`config.mk`:
```
export PLATFORM = sky130hd
export DESIGN_NAME = instr_sequencer_flat
export DESIGN_NICKNAME = d
export VERILOG_FILES = /design/src/rtl/instr_sequencer_if.sv /design/src/rtl/instr_sequencer.sv /design/src/flat_wrapper.sv
export SDC_FILE = /design/constraint.sdc
export NUM_CORES = 1
export LEC_CHECK = 0
export CAP_MARGIN = 10
export CORE_MARGIN = 1.5
export CORE_UTILIZATION = 40
export DETAILED_ROUTE_END_ITERATION = 6
export GPL_TIMING_DRIVEN = 0
export MAX_ROUTING_LAYER = met4
export PLACE_DENSITY = 0.78
export SLEW_MARGIN = 20
export SYNTH_ARGS = -nofsm -noshare
export SYNTH_HDL_FRONTEND = slang
export SYNTH_SLANG_ARGS = --single-unit
```
`constraint.sdc`:
```
create_clock -name clk -period 3.35 [get_ports clk]
set_input_delay 0.5025 -clock clk [delete_from_list [all_inputs] [get_ports clk]]
set_output_delay 0.5025 -clock clk [all_outputs]
set_load 0.005 [all_outputs]
```
`src/rtl/instr_sequencer_if.sv`:
```
// ---------------------------------------------------------------------------
// instr_sequencer_if
//   Groups every handshake, decoder and strobe signal of the RV32I multi-cycle
//   sequencer. clk and reset stay plain ports on the sequencer.
//
//   master : the sequencer (drives requests, strobes, instr, trap, counters)
//   slave  : the surrounding datapath / memories / decoder
//
//   Signals
//     imem_req/imem_ack/imem_rdata : instruction fetch handshake
//     instr                        : instruction register, feeds the decoder
//     dec_*                        : decoder should_* flags
//     branch_taken                 : comparator result, used in WB
//     dmem_req/dmem_we/dmem_ack    : data access handshake
//     reg_we, wb_sel               : register file write strobe and source
//     pc_we, pc_sel                : PC write strobe and source
//     trap, trap_cause             : sticky halt flag and its reason
//     cycle_count, instret_count   : optional performance counters
// ---------------------------------------------------------------------------
interface instr_sequencer_if;
  logic        imem_req;
  logic        imem_ack;
  logic [31:0] imem_rdata;
  logic [31:0] instr;
  logic        dec_read_mem;
  logic        dec_write_mem;
  logic        dec_write_reg;
  logic        dec_branch;
  logic        dec_jump;
  logic        branch_taken;
  logic        dmem_req;
  logic        dmem_we;
  logic        dmem_ack;
  logic        reg_we;
  logic [1:0]  wb_sel;
  logic        pc_we;
  logic [1:0]  pc_sel;
  logic        trap;
  logic [1:0]  trap_cause;
  logic [63:0] cycle_count;
  logic [63:0] instret_count;

  modport master (
    output imem_req, instr, dmem_req, dmem_we, reg_we, wb_sel, pc_we, pc_sel,
           trap, trap_cause, cycle_count, instret_count,
    input  imem_ack, imem_rdata, dec_read_mem, dec_write_mem, dec_write_reg,
           dec_branch, dec_jump, branch_taken, dmem_ack
  );

  modport slave (
    input  imem_req, instr, dmem_req, dmem_we, reg_we, wb_sel, pc_we, pc_sel,
           trap, trap_cause, cycle_count, instret_count,
    output imem_ack, imem_rdata, dec_read_mem, dec_write_mem, dec_write_reg,
           dec_branch, dec_jump, branch_taken, dmem_ack
  );
endinterface

```
`src/rtl/instr_sequencer.sv`:
```
// ---------------------------------------------------------------------------
// instr_sequencer
//   Multi-cycle control FSM for the RV32I datapath:
//   INIT -> FETCH -> DECODE -> EXEC -> [MEM] -> WB -> FETCH ...
//   Illegal opcodes and memory handshakes that exceed TIMEOUT_CYCLES waiting
//   cycles send the FSM to TRAP, which only reset leaves.
//
//   Parameters
//     TIMEOUT_CYCLES : waiting cycles allowed for imem_ack/dmem_ack (0 = never)
//     RESET_PC_SEL   : pc_sel driven with pc_we in the INIT cycle
//
//   Ports
//     clk   : clock, rising edge
//     reset : asynchronous, active-high reset
//     bus   : instr_sequencer_if.master (handshakes, strobes, decoder flags)
//
//   Optional feature macro: SEQ_PERF_COUNTERS_EN
//     defined   -> 64-bit cycle_count / instret_count counters
//     undefined -> both counter outputs tied to 0
// ---------------------------------------------------------------------------
module instr_sequencer #(
  parameter int unsigned TIMEOUT_CYCLES = 255,
  parameter logic [1:0]  RESET_PC_SEL   = 2'b11
) (
  input  logic               clk,
  input  logic               reset,
  instr_sequencer_if.master  bus
);

  localparam logic [31:0] INSTR_NOP = 32'h0000_0013;
  localparam logic [31:0] TMO_LIMIT = 32'(TIMEOUT_CYCLES);

  typedef enum logic [2:0] {
    S_INIT,
    S_FETCH,
    S_DECODE,
    S_EXEC,
    S_MEM,
    S_WB,
    S_TRAP
  } state_t;

  state_t      r_state, w_state_nxt;
  logic [31:0] r_instr;
  logic [31:0] r_tmo_cnt, w_tmo_cnt_nxt;
  logic        r_dmem_we, w_dmem_we_nxt;
  logic [1:0]  r_trap_cause, w_trap_cause_nxt;
  logic        w_instr_load;
  logic [31:0] w_tmo_inc;
  logic        w_tmo_hit;
  logic        w_legal;

  // Legal RV32I major opcodes: LOAD, MISC-MEM, OP-IMM, AUIPC, STORE, OP, LUI,
  // BRANCH, JALR, JAL.
  function automatic logic opcode_legal(input logic [31:0] i);
    logic ok;
    case (i[6:2])
      5'h00, 5'h03, 5'h04, 5'h05, 5'h08,
      5'h0C, 5'h0D, 5'h18, 5'h19, 5'h1B: ok = (i[1:0] == 2'b11);
      default:                           ok = 1'b0;
    endcase
    return ok;
  endfunction

  assign w_legal   = opcode_legal(r_instr);
  assign w_tmo_inc = r_tmo_cnt + 32'd1;
  // The cycle that would bring the wait count up to the limit traps, unless
  // the ack arrives in that same cycle (ack is tested first below).
  assign w_tmo_hit = (TIMEOUT_CYCLES != 0) && (w_tmo_inc == TMO_LIMIT);

  // NOTE: every signal written here gets a default first, so no path through
  // the case statement can leave one unassigned and infer a latch.
  always_comb begin
    w_state_nxt      = r_state;
    w_tmo_cnt_nxt    = r_tmo_cnt;
    w_dmem_we_nxt    = r_dmem_we;
    w_trap_cause_nxt = r_trap_cause;
    w_instr_load     = 1'b0;
    bus.imem_req     = 1'b0;
    bus.dmem_req     = 1'b0;
    bus.dmem_we      = 1'b0;
    bus.reg_we       = 1'b0;
    bus.wb_sel       = 2'b00;
    bus.pc_we        = 1'b0;
    bus.pc_sel       = 2'b00;
    bus.trap         = 1'b0;

    case (r_state)
      S_INIT: begin
        // INIT is also the state held during reset; the vector load only
        // fires in the first cycle after reset is released.
        if (!reset) begin
          bus.pc_we  = 1'b1;
          bus.pc_sel = RESET_PC_SEL;
        end
        w_tmo_cnt_nxt = 32'd0;
        w_state_nxt   = S_FETCH;
      end

      S_FETCH: begin
        bus.imem_req = 1'b1;
        if (bus.imem_ack) begin
          w_instr_load = 1'b1;
          w_state_nxt  = S_DECODE;
        end else if (w_tmo_hit) begin
          w_trap_cause_nxt = 2'b10;
          w_state_nxt      = S_TRAP;
        end else begin
          w_tmo_cnt_nxt = w_tmo_inc;
        end
      end

      S_DECODE: begin
        if (w_legal) begin
          w_state_nxt = S_EXEC;
        end else begin
          w_trap_cause_nxt = 2'b01;
          w_state_nxt      = S_TRAP;
        end
      end

      S_EXEC: begin
        if (bus.dec_read_mem || bus.dec_write_mem) begin
          // Latch the direction so dmem_we stays stable for the whole access.
          w_dmem_we_nxt = bus.dec_write_mem;
          w_tmo_cnt_nxt = 32'd0;
          w_state_nxt   = S_MEM;
        end else begin
          w_state_nxt = S_WB;
        end
      end

      S_MEM: begin
        bus.dmem_req = 1'b1;
        bus.dmem_we  = r_dmem_we;
        if (bus.dmem_ack) begin
          w_state_nxt = S_WB;
        end else if (w_tmo_hit) begin
          w_trap_cause_nxt = 2'b11;
          w_state_nxt      = S_TRAP;
        end else begin
          w_tmo_cnt_nxt = w_tmo_inc;
        end
      end

      S_WB: begin
        bus.pc_we = 1'b1;
        if (bus.dec_jump)                           bus.pc_sel = 2'b10;
        else if (bus.dec_branch && bus.branch_taken) bus.pc_sel = 2'b01;
        else                                        bus.pc_sel = 2'b00;
        // Writes to x0 are suppressed here so the register file needs no guard.
        bus.reg_we = bus.dec_write_reg && (r_instr[11:7] != 5'd0);
        if (bus.dec_jump)          bus.wb_sel = 2'b10;
        else if (bus.dec_read_mem) bus.wb_sel = 2'b01;
        else                       bus.wb_sel = 2'b00;
        w_tmo_cnt_nxt = 32'd0;
        w_state_nxt   = S_FETCH;
      end

      S_TRAP: begin
        bus.trap = 1'b1;
      end

      default: begin
        w_state_nxt = S_TRAP;
      end
    endcase
  end

  assign bus.instr      = r_instr;
  assign bus.trap_cause = r_trap_cause;

  // NOTE: sequential state uses non-blocking assignments so every flop samples
  // the pre-edge values, independent of statement order.
  always_ff @(posedge clk or posedge reset) begin
    if (reset) begin
      r_state      <= S_INIT;
      r_instr      <= INSTR_NOP;
      r_tmo_cnt    <= 32'd0;
      r_dmem_we    <= 1'b0;
      r_trap_cause <= 2'b00;
    end else begin
      r_state      <= w_state_nxt;
      r_tmo_cnt    <= w_tmo_cnt_nxt;
      r_dmem_we    <= w_dmem_we_nxt;
      r_trap_cause <= w_trap_cause_nxt;
      if (w_instr_load) r_instr <= bus.imem_rdata;
    end
  end

`ifdef SEQ_PERF_COUNTERS_EN
  logic [63:0] r_cycle_count;
  logic [63:0] r_instret_count;

  always_ff @(posedge clk or posedge reset) begin
    if (reset) begin
      r_cycle_count   <= 64'd0;
      r_instret_count <= 64'd0;
    end else begin
      if (r_state != S_TRAP) r_cycle_count   <= r_cycle_count + 64'd1;
      if (r_state == S_WB)   r_instret_count <= r_instret_count + 64'd1;
    end
  end

  assign bus.cycle_count   = r_cycle_count;
  assign bus.instret_count = r_instret_count;
`else
  assign bus.cycle_count   = 64'd0;
  assign bus.instret_count = 64'd0;
`endif

endmodule
```
`src/flat_wrapper.sv`:
```
// flat-port wrapper written by rule: the top's interface ports become plain ports
module instr_sequencer_flat 
#(
  parameter int unsigned TIMEOUT_CYCLES = 255,
  parameter logic [1:0]  RESET_PC_SEL   = 2'b11
)
  (clk, reset, bus_imem_req, bus_instr, bus_dmem_req, bus_dmem_we, bus_reg_we, bus_wb_sel, bus_pc_we, bus_pc_sel, bus_trap, bus_trap_cause, bus_cycle_count, bus_instret_count, bus_imem_ack, bus_imem_rdata, bus_dec_read_mem, bus_dec_write_mem, bus_dec_write_reg, bus_dec_branch, bus_dec_jump, bus_branch_taken, bus_dmem_ack);
  instr_sequencer_if bus_i ();
  input  logic clk;
  input  logic reset;
  output wire logic [$bits(bus_i.imem_req)-1:0] bus_imem_req;
  output wire logic [$bits(bus_i.instr)-1:0] bus_instr;
  output wire logic [$bits(bus_i.dmem_req)-1:0] bus_dmem_req;
  output wire logic [$bits(bus_i.dmem_we)-1:0] bus_dmem_we;
  output wire logic [$bits(bus_i.reg_we)-1:0] bus_reg_we;
  output wire logic [$bits(bus_i.wb_sel)-1:0] bus_wb_sel;
  output wire logic [$bits(bus_i.pc_we)-1:0] bus_pc_we;
  output wire logic [$bits(bus_i.pc_sel)-1:0] bus_pc_sel;
  output wire logic [$bits(bus_i.trap)-1:0] bus_trap;
  output wire logic [$bits(bus_i.trap_cause)-1:0] bus_trap_cause;
  output wire logic [$bits(bus_i.cycle_count)-1:0] bus_cycle_count;
  output wire logic [$bits(bus_i.instret_count)-1:0] bus_instret_count;
  input wire logic [$bits(bus_i.imem_ack)-1:0] bus_imem_ack;
  input wire logic [$bits(bus_i.imem_rdata)-1:0] bus_imem_rdata;
  input wire logic [$bits(bus_i.dec_read_mem)-1:0] bus_dec_read_mem;
  input wire logic [$bits(bus_i.dec_write_mem)-1:0] bus_dec_write_mem;
  input wire logic [$bits(bus_i.dec_write_reg)-1:0] bus_dec_write_reg;
  input wire logic [$bits(bus_i.dec_branch)-1:0] bus_dec_branch;
  input wire logic [$bits(bus_i.dec_jump)-1:0] bus_dec_jump;
  input wire logic [$bits(bus_i.branch_taken)-1:0] bus_branch_taken;
  input wire logic [$bits(bus_i.dmem_ack)-1:0] bus_dmem_ack;
  assign bus_imem_req = bus_i.imem_req;
  assign bus_instr = bus_i.instr;
  assign bus_dmem_req = bus_i.dmem_req;
  assign bus_dmem_we = bus_i.dmem_we;
  assign bus_reg_we = bus_i.reg_we;
  assign bus_wb_sel = bus_i.wb_sel;
  assign bus_pc_we = bus_i.pc_we;
  assign bus_pc_sel = bus_i.pc_sel;
  assign bus_trap = bus_i.trap;
  assign bus_trap_cause = bus_i.trap_cause;
  assign bus_cycle_count = bus_i.cycle_count;
  assign bus_instret_count = bus_i.instret_count;
  assign bus_i.imem_ack = bus_imem_ack;
  assign bus_i.imem_rdata = bus_imem_rdata;
  assign bus_i.dec_read_mem = bus_dec_read_mem;
  assign bus_i.dec_write_mem = bus_dec_write_mem;
  assign bus_i.dec_write_reg = bus_dec_write_reg;
  assign bus_i.dec_branch = bus_dec_branch;
  assign bus_i.dec_jump = bus_dec_jump;
  assign bus_i.branch_taken = bus_branch_taken;
  assign bus_i.dmem_ack = bus_dmem_ack;
  instr_sequencer #(.TIMEOUT_CYCLES(TIMEOUT_CYCLES), .RESET_PC_SEL(RESET_PC_SEL)) u_core (.clk(clk), .reset(reset), .bus(bus_i));
endmodule
```
# [Word-level counts from Yosys, hierarchy flattened]
# Index checks and enable logic that the tools add are counted.
[word_totals] output_inout_bits=172 reg_bits=70 word_cells=76 in_bits=42
[classes] add_sub_neg=1 n_reduce_logical=13 n_eq_ne=23 mux=34
[op_table] op="$mux W32" count=4
[op_table] op="$pmux W32 S4" count=1
[op_table] op="$add A32 B1 Y32 const B" count=1
[op_table] op="$eq A32 B8 Y1 const B" count=1
[op_table] op="$mux W2" count=9
[op_table] op="$pmux W3 S6" count=1
[op_table] op="$eq A5 B4 Y1 const B" count=3
[op_table] op="$eq A5 B5 Y1 const B" count=3
[op_table] op="$mux W1" count=12
[op_table] op="$mux W3" count=4
[op_table] op="$eq A5 B3 Y1 const B" count=2
[op_table] op="$reduce_or A10 Y1" count=1
[op_table] op="$eq A3 B3 Y1 const B" count=3
[op_table] op="$eq A3 B2 Y1 const B" count=2
[op_table] op="$ne A2 B1 Y1 const B" count=3
[op_table] op="$ne A2 B2 Y1 const B" count=3
[op_table] op="$pmux W2 S3" count=1
[op_table] op="$reduce_and A6 Y1" count=1
[op_table] op="$eq A5 B2 Y1 const B" count=1
[op_table] op="$logic_not A5 Y1" count=1
[op_table] op="$reduce_bool A5 Y1" count=1
[op_table] op="$pmux W2 S2" count=1
[op_table] op="$reduce_and A4 Y1" count=1
[op_table] op="$reduce_bool A4 Y1" count=1
[op_table] op="other kinds (9)" count=10

# [Depth between registers and ports, before layout]
# Gate-level depths: netlist of the first run.
[depth] ltp_word=5 depth_mapped=12 depth_no_buf=9

# [Least setup slack after synthesis of the first run]
# OpenSTA, ideal clock, no wires.
[synth_timing] kind="register to register" startpoint="reg u_core.r_tmo_cnt[1]" endpoint="reg u_core.r_trap_cause[0], in the netlist u_core.bus.trap_cause[0]" slack_ns=-0.380 synth_period_minus_slack_ns=3.730 arrival_time_ns=3.590 setup_ns=0.140 path_stages_with_launch=13 n_path_buf=3 t_required_ns=3.210 cell_sequence="dfrtp_1 > ha_1 > clkbuf_1 > nand3_1 > or4_1 > or3_1 > xor2_1 > or4b_1 > or4_1 > buf_2 > buf_2 > o41ai_2 > o211ai_1"
[synth_via] elab_chain_len=4 elab_cells_between_ends=5 classes_between="add/sub (1); eq/ne (3); reduce/logical (1)"
[synth_lines] item="start: declaration" line="instr_sequencer.sv:45" rtl="logic [31:0] r_tmo_cnt, w_tmo_cnt_nxt;"
[synth_lines] item="start signal: assignment" line="instr_sequencer.sv:184" rtl="r_tmo_cnt <= w_tmo_cnt_nxt;"
[synth_lines] item="$add A32 B1 Y32 (*)" line="instr_sequencer.sv:66" rtl="assign w_tmo_inc = r_tmo_cnt + 32'd1;"
[synth_lines] item="$eq A32 B8 Y1 (*)" line="instr_sequencer.sv:69" rtl="assign w_tmo_hit = (TIMEOUT_CYCLES != 0) && (w_tmo_inc == TMO_LIMIT);"
[synth_lines] item="$ne A2 B1 Y1 (no source line)"
[synth_lines] item="$reduce_and A6 Y1 (no source line) (*)"
[synth_lines] item="end signal: assignment" line="instr_sequencer.sv:186" rtl="r_trap_cause <= w_trap_cause_nxt;"
[synth_lines] item="end: declaration" line="instr_sequencer.sv:47" rtl="logic [1:0] r_trap_cause, w_trap_cause_nxt;"
# Every way passes the cells marked *; elsewhere a longest branch is shown, timed or not.
# A chain may end at the register's enable or synchronous reset.

# [Worst setup path after layout of the first run]
[layout_timing] startpoint="reg u_core.r_tmo_cnt[1]" endpoint="reg u_core.r_tmo_cnt[9]"
[layout_via] elab_chain_len=5 elab_cells_between_ends=6 classes_between="add/sub (1); eq/ne (1); mux (4)"
[layout_lines] item="$add A32 B1 Y32 (*)" line="instr_sequencer.sv:66"
[layout_lines] item="$eq A32 B8 Y1" line="instr_sequencer.sv:69"
[layout_lines] item="$mux W32 (*)" line="instr_sequencer.sv:105, instr_sequencer.sv:138"
[layout_lines] item="$mux W32 (on tied branches)" line="instr_sequencer.sv:136, instr_sequencer.sv:102"
[layout_lines] item="$pmux W32 S4 (*)" line="instr_sequencer.sv:88" rtl="case (r_state)"
# Every way passes the cells marked *; elsewhere a longest branch is shown, timed or not. The select of a mux whose other input is x is not followed.

==> results of run 1 <==
==> cells in the mapped netlist (5+ instances only) <==
cell type	count
nor2_1	32
nand2_1	43
a31oi_1	34
nand4_1	17
and4_1	5
mux2_2	32
nor3_1	16
nand3_1	13
nor4_1	16
xnor2_1	8
xor2_1	7
a21oi_1	23
buf_2	11
buf_4	128
o21ai_0	23
inv_1	20
or4_1	7
a41oi_1	8
clkbuf_1	28
dfrtp_1	67
and3_1	6
==> worst max path at each step <==
stage          cells past startpoint                       end                start  slack (ns)
5_1_grt                           12       u_core.r_tmo_cnt[9]  u_core.r_tmo_cnt[4]       -0.25
3_5_place_dp                      11  u_core.bus.trap_cause[1]  u_core.r_tmo_cnt[5]       -0.65
6_report                          11       u_core.r_tmo_cnt[9]  u_core.r_tmo_cnt[1]       -0.17
2_1_floorplan                     12  u_core.bus.trap_cause[0]  u_core.r_tmo_cnt[1]       -0.12
4_1_cts                           11  u_core.bus.trap_cause[0]  u_core.r_tmo_cnt[1]       -0.06
3_3_place_gp                       5                 bus_pc_we                reset       -1.28
==> power groups by stage <==
stage	clock network [mW]	logic, mW	registers (mW)
after floorplan	0	0.180	0.899
after global placement	0	0.281	0.898
after detailed placement	0	0.287	0.898
after CTS	0.932	0.289	0.883
after global routing	0.972	0.322	0.885
final	0.914	0.295	0.883
==> state kept, by name (all words and copies together) (netlist names) <==
name	cells
u_core.bus.trap_cause	2
u_core.bus.instr	32
u_core.r_tmo_cnt	32
u_core.r_dmem_we	1
u_core.r_state	3
==> worst max-delay path: cells and delay by family (launching register included) <==
kind / cells / cell delay (ns)
XOR/XNOR: 1 / 0.16
adder cells (fa/ha/maj): 1 / 0.21
AND/OR/NAND/NOR: 5 / 2.05
AO/OA/AOI/OAI: 2 / 0.25
flip-flops: 1 / 0.37
buffers and inverters: 2 / 0.33
==> cell families (layout without fill, tap and decap cells) <==
kind of cell,Yosys count,after routing,share of synthesized area (%)
flops,70,70,33.4
xor+xnor,15,15,2.50
mux,32,32,6.86
simple gates,180,180,18.5
fa+ha+maj,2,2,0.477
compound gates,120,120,15.3
other cells,1,128,0.0714
buf+inv,188,327,22.9
==> metal layers <==
metal / vias to the layer above / global-route usage (%) / wire length, µm
li1: 2453 / - / -
met1: 2387 / 25.5 / 6120
met2: 298 / 34.5 / 7550
met3: 43 / 3.97 / 1270
met4: 0 / 7.93 / 448
met5: - / - / 0
==> per-stage QoR <==
stage	hold slack, ns	worst slack (ns)	power [mW]	util, %
global route	0.524	-0.251	2.18	60.5
CTS	0.492	-0.0584	2.10	57.4
detailed placement	0.477	-0.645	1.19	53.9
floorplan	0.450	-0.122	1.08	-
global placement	0.469	-1.28	1.18	53.8
finish	0.488	-0.166	2.09	60.5
==> cell usage in the layout (no fill, tap or decap), drive strengths merged, types with 5 or more instances in the layout <==
cell type and instances:
a21oi 23, mux2 32, xor2 7, xnor2 8, nand3 13, a41oi 8
and3 6, nor2 32, nor4 17, nor3 16, nand4 18, a31oi 34
dfrtp 67, inv 23, clkdlybuf4s50 85, nand2 43, conb 128, and4 5
o21ai 23, or4 7, clkbuf 33, buf 182
==> layout make-up <==
type	count	share of cell area, %
clock inverter	7	0.715
sequential	70	22.9
tap	172	2.80
clock buffer	9	2.93
multi-input combinational	477	39.0
buffer	163	15.0
timing repair buffer	128	15.6
inverter	20	1.01
==> repair_timing <==
action | CTS | global route
pin swaps | 4 | 13
cloned | 0 | 1
setup endpoints to repair | 37 | 37
buffers inserted | 13 | 28
resized for setup | 23 | 37
==> results.toml, run 1 <==
[outcome]
status = "finished with violations"
violations = "negative setup slack"

[power]
p_clk_share_pct = 43.7
pwr-share-comb_pct = 14.1
cell_internal_pwr_mw = 1.57
max-vdd-ir-drop_mv = 0.306
power.static_leakage_nw = 3.71
switchingPower_uw = 524
p_per_area_nw_per_um2 = 272
switching_share_pct = 25.0
seqPwrFrac_pct = 42.2

[place]
dp_hpwl_um = 10700
place_congestion = 1.00
place_area_um2 = 6860
io_buffers = 85
numPlacedInstances = 993

[route]
wl_per_cell_um = 14.7
postRouteAntennaNets = 0
drt_iter0_drc = 519
num_vias = 5181
drc_errors = 0
first_pass_iters = 6
via_per_inst = 4.95
wl_um = 15400

[timing]
worstMarginPinSlew_ns = 0.870
setup_slack_ns = -0.166
fin_crit_sh_pct = 105
clock.fmax_mhz = 284
maxSlewViolCount = 0
hold_viol = 0
rsz0062_at_grt = "true"
slew_headroom_pct = 41.6
period_needed_ns = 3.52
setup_viol = 33
fin_worst_skew_ns = 0.00655
tns_ns = -2.52

[grt]
grt_max_degree = 42
grt_first_pass_wirelength_um = 22700
grt_pass1_vias = 4497
grt_use_total_pct = 20.9
antenna_found_initial = 0
grt_overflow = 0

[clock_tree]
root_buffer = "clkbuf_16"
cts_buffers = 9
cts_hold_buf = 0
tritoncts = "done"
h-tree-depth = 3
cts_sinks = 70
cts_max_path_buffers = 2
insertion_delay_ns = 0.34
path_clk_slew_ns = 0.06

[floorplan]
die_x_um = 118
dieArea_um2 = 13800
die_height_um = 118
start_util_pct = 41.3
io_pins = 214
num_rows = 41
core-area_um2 = 12700

[critical_path]
critPathLaunchType = "flop"
cpPeakStageDelay_ns = 0.56
crit_required_ns = 3.55
reg2reg_from = "u_core.r_tmo_cnt[1]"
rrSetupSlack_ns = -0.17
ff2ff_path_depth = 11
crit_fanout = 6
path_cells = "ha_2 -> nand3_4 -> or4_4 -> or3_4 -> xor2_2 -> or4b_4 -> or4_4 -> buf_4 -> clkbuf_16 -> a41oi_1 -> a31oi_1"
endpoint_kind = "flop"
cp.arrival_ns = 3.72
crit_type = "flop to flop"
crit_slowest_cell = "or4_4"
rr_endpoint = "u_core.r_tmo_cnt[9]"
crit_top_cell = "or4_4"

[final_layout]
seq_area_um2 = 1760
drive_gt1_share_pct = 32.3
fillers = 1124
finish.instance_area_um2 = 7690
n_antenna_cell = 0
num-nets-final = 913
final_cells = 1046
area_delta_synth_final_pct = 46.6
multi_input_comb_area_um2 = 3000

[logic_synthesis]
yosysUniqueCellTypes = 58
syn_area_um2 = 5250
ys_seq_area_share_pct = 33.4
ys.flop_type = "dfrtp_1"
synthCells = 608
synth_top_area_share_pct = 31.9
yosys_warnings = 0
synth.avg_cell_area_um2 = 8.63
yosys.area.top_type = "dfrtp_1"
async_reset_ff_share_pct = 100
synth.area.top_cells = "dfrtp_1, buf_4, mux2_2"
synth_edf_count = 0
synth_seq_cells = 70

[worst_hold_path]
hold_path_class = "flop to flop"
min_path_cells = 1
hold_path_end = "u_core.r_tmo_cnt[28]"
hp-start = "u_core.r_tmo_cnt[28]"

[flow_run]
maxCapViolCount = 0
Note: power is estimated with default switching activity, not from simulation.
==> inputs of run 2 (changes only) <==
--- a/config.mk
+++ b/config.mk
@@ -5,13 +5,14 @@
 export SDC_FILE = /design/constraint.sdc
 export NUM_CORES = 1
 export LEC_CHECK = 0
+export ABC_AREA = 1
 export CAP_MARGIN = 10
 export CORE_MARGIN = 1.5
 export CORE_UTILIZATION = 40
 export DETAILED_ROUTE_END_ITERATION = 6
 export GPL_TIMING_DRIVEN = 0
 export MAX_ROUTING_LAYER = met4
-export PLACE_DENSITY = 0.78
+export PLACE_DENSITY = 0.79
 export SLEW_MARGIN = 20
 export SYNTH_ARGS = -nofsm -noshare
 export SYNTH_HDL_FRONTEND = slang
==> results.toml, run 2 <==
[grt]
grt_pass1_vias = 4169
grt_overflow = 0
grt_max_degree = 37
antenna_found_initial = 0
grt_use_total_pct = 18.7
grt_first_pass_wirelength_um = 19300

[route]
wl_met1_um = 5010
via_per_inst = 4.25
route.met3.wl_um = 1120
wl_um = 11900
drc_errors = 0
top_layer = "met4"
wl_met2_um = 5570
first_pass_iters = 5
drt_iter0_drc = 258
postRouteAntennaNets = 0
wl_per_cell_um = 10.9
num_vias = 4623

[floorplan]
dieArea_um2 = 13500
core-area_um2 = 12600
die_height_um = 116
io_pins = 214
die_x_um = 116
start_util_pct = 40.8
num_rows = 41

[critical_path]
cp.arrival_ns = 2.18
reg2reg_from = "u_core.r_tmo_cnt[1]"
crit_fanout = 36
critPathLaunchType = "input pin"
path_cells = "clkdlybuf4s50_1 -> inv_4 -> nand3_1 -> o21ai_0 -> clkdlybuf4s50_1"
crit_top_cell = "clkdlybuf4s50_1"
rr_endpoint = "u_core.r_tmo_cnt[9]"
endpoint_kind = "output pin"
ff2ff_path_depth = 12
crit_type = "input pin to output pin"
crit_slowest_cell = "clkdlybuf4s50_1"
rrSetupSlack_ns = 0.67
cpPeakStageDelay_ns = 0.53
crit_required_ns = 2.85

[place]
pre_cts_ws_ns = 0.613
place_congestion = 0.917
io_buffers = 85
dp_hpwl_um = 9220
numPlacedInstances = 1071

[final_layout]
drive_gt1_share_pct = 22.0
n_antenna_cell = 0
num-nets-final = 954
area_delta_synth_final_pct = 36.8
mostFrequentLayoutCell = "nand2_1"
fillers = 1156
final_cells = 1087
layout_common_cells = "nand2_1, buf_4, conb_1"

[timing]
setup_slack_ns = 0.663
fin_crit_sh_pct = 80.2
slew_headroom_pct = 61.3
worstMarginPinSlew_ns = 0.581
maxSlewViolCount = 0
setup_viol = 0
fin_worst_skew_ns = 0.00504
rsz0062_at_grt = "false"
period_needed_ns = 2.69
tns_ns = 0
clock.fmax_mhz = 372
hold_viol = 0

[logic_synthesis]
yosysMostFrequentCell = "nand2_1"
synth.avg_cell_area_um2 = 7.47
synth_seq_cells = 70
synthCells = 686
synth.area.top_cells = "dfrtp_1, buf_4, nand2_1"
ys_seq_area_share_pct = 34.2
synth_edf_count = 0
yosys_warnings = 0
yosysUniqueCellTypes = 31
ys_top_cells_by_count = "nand2_1, buf_4, nor2_1"
syn_area_um2 = 5130
ys.flop_type = "dfrtp_1"
yosys.area.top_type = "dfrtp_1"
synth_top_area_share_pct = 32.7
async_reset_ff_share_pct = 100

[clock_tree]
path_clk_slew_ns = 0.06
cts_resized = 0
insertion_delay_ns = 0.33
cts_hold_buf = 0
root_buffer = "clkbuf_16"
cts_max_path_buffers = 2
cts_setup_buffers = 0
cts_buffers = 9
cts_sinks = 70
tritoncts = "done"
h-tree-depth = 3

[power]
power.static_leakage_nw = 3.78
pwr-share-comb_pct = 10.3
switchingPower_uw = 451
p_total_mw = 2.11
p_clk_share_pct = 49.6
cell_internal_pwr_mw = 1.66
max-vdd-ir-drop_mv = 0.287
switching_share_pct = 21.4
p_per_area_nw_per_um2 = 301
seqPwrFrac_pct = 40.1

[outcome]
status = "finished, final reports clean"

[flow_run]
maxCapViolCount = 0

[worst_hold_path]
hold_path_class = "flop to flop"
hold_path_end = "u_core.bus.trap_cause[1]"
hp-start = "u_core.bus.trap_cause[1]"
min_path_cells = 2
[run 2: cell type report]
cell class	instances	area, µm²	share of cell area (%)
tap	172	215	3.07
inverter	54	205	2.92
sequential	70	1760	25.0
clock inverter	5	81.3	1.16
multi-input combinational	545	2600	37.1
timing repair buffer	86	871	12.4
buffer	144	1040	14.9
clock buffer	11	243	3.46
[run 2: power groups by stage]
| stage | combinational [mW] | sequential, mW | clock [mW] |
|---|---|---|---|
| 3_3_place_gp | 0.208 | 0.861 | 0 |
| 6_report | 0.218 | 0.846 | 1.05 |
| 3_5_place_dp | 0.213 | 0.861 | 0 |
| 2_1_floorplan | 0.154 | 0.861 | 0 |
| 5_1_grt | 0.246 | 0.845 | 1.11 |
| 4_1_cts | 0.213 | 0.846 | 1.06 |
[run 2: per-stage QoR]
stage	hold WS, ns	utilization, %	instance area, µm²
finish	0.478	55.8	7020
detailed placement	0.474	53.3	6690
floorplan	0.455	-	5600
global route	0.519	55.8	7020
CTS	0.483	55.8	7020
global placement	0.470	53.1	6670
[run 2: worst max-delay path, delay by kind of cell]
family,cells,cell delay [ns]
compound gates,1,0.12
buf+inv,3,1.32
simple gates,1,0.22
[run 2: worst max-delay path by stage]
stage          depth (start not counted)                 from                   to
4_1_cts                                5                reset        bus_pc_sel[1]
5_1_grt                               12  u_core.r_tmo_cnt[1]  u_core.r_tmo_cnt[6]
6_report                               5                reset        bus_pc_sel[1]
3_5_place_dp                           5                reset        bus_pc_sel[1]
2_1_floorplan                          3                reset        bus_pc_sel[0]
3_3_place_gp                           5                reset        bus_pc_sel[0]
[run 2: cells by family after synthesis]
family,count (synthesis),share of synthesized area (%)
simple gates,364,31.8
buf+inv,198,24.3
flops,70,34.2
mux,26,5.71
compound gates,18,2.17
xor+xnor,7,1.20
fa+ha+maj,2,0.488
other cells,1,0.0731
[run 2: layer usage]
| layer | up-vias | track usage (%) |
|---|---|---|
| met5 | - | - |
| met4 | 0 | 5.53 |
| met3 | 16 | 5.24 |
| met2 | 197 | 30.6 |
| met1 | 2033 | 22.5 |
| li1 | 2377 | - |
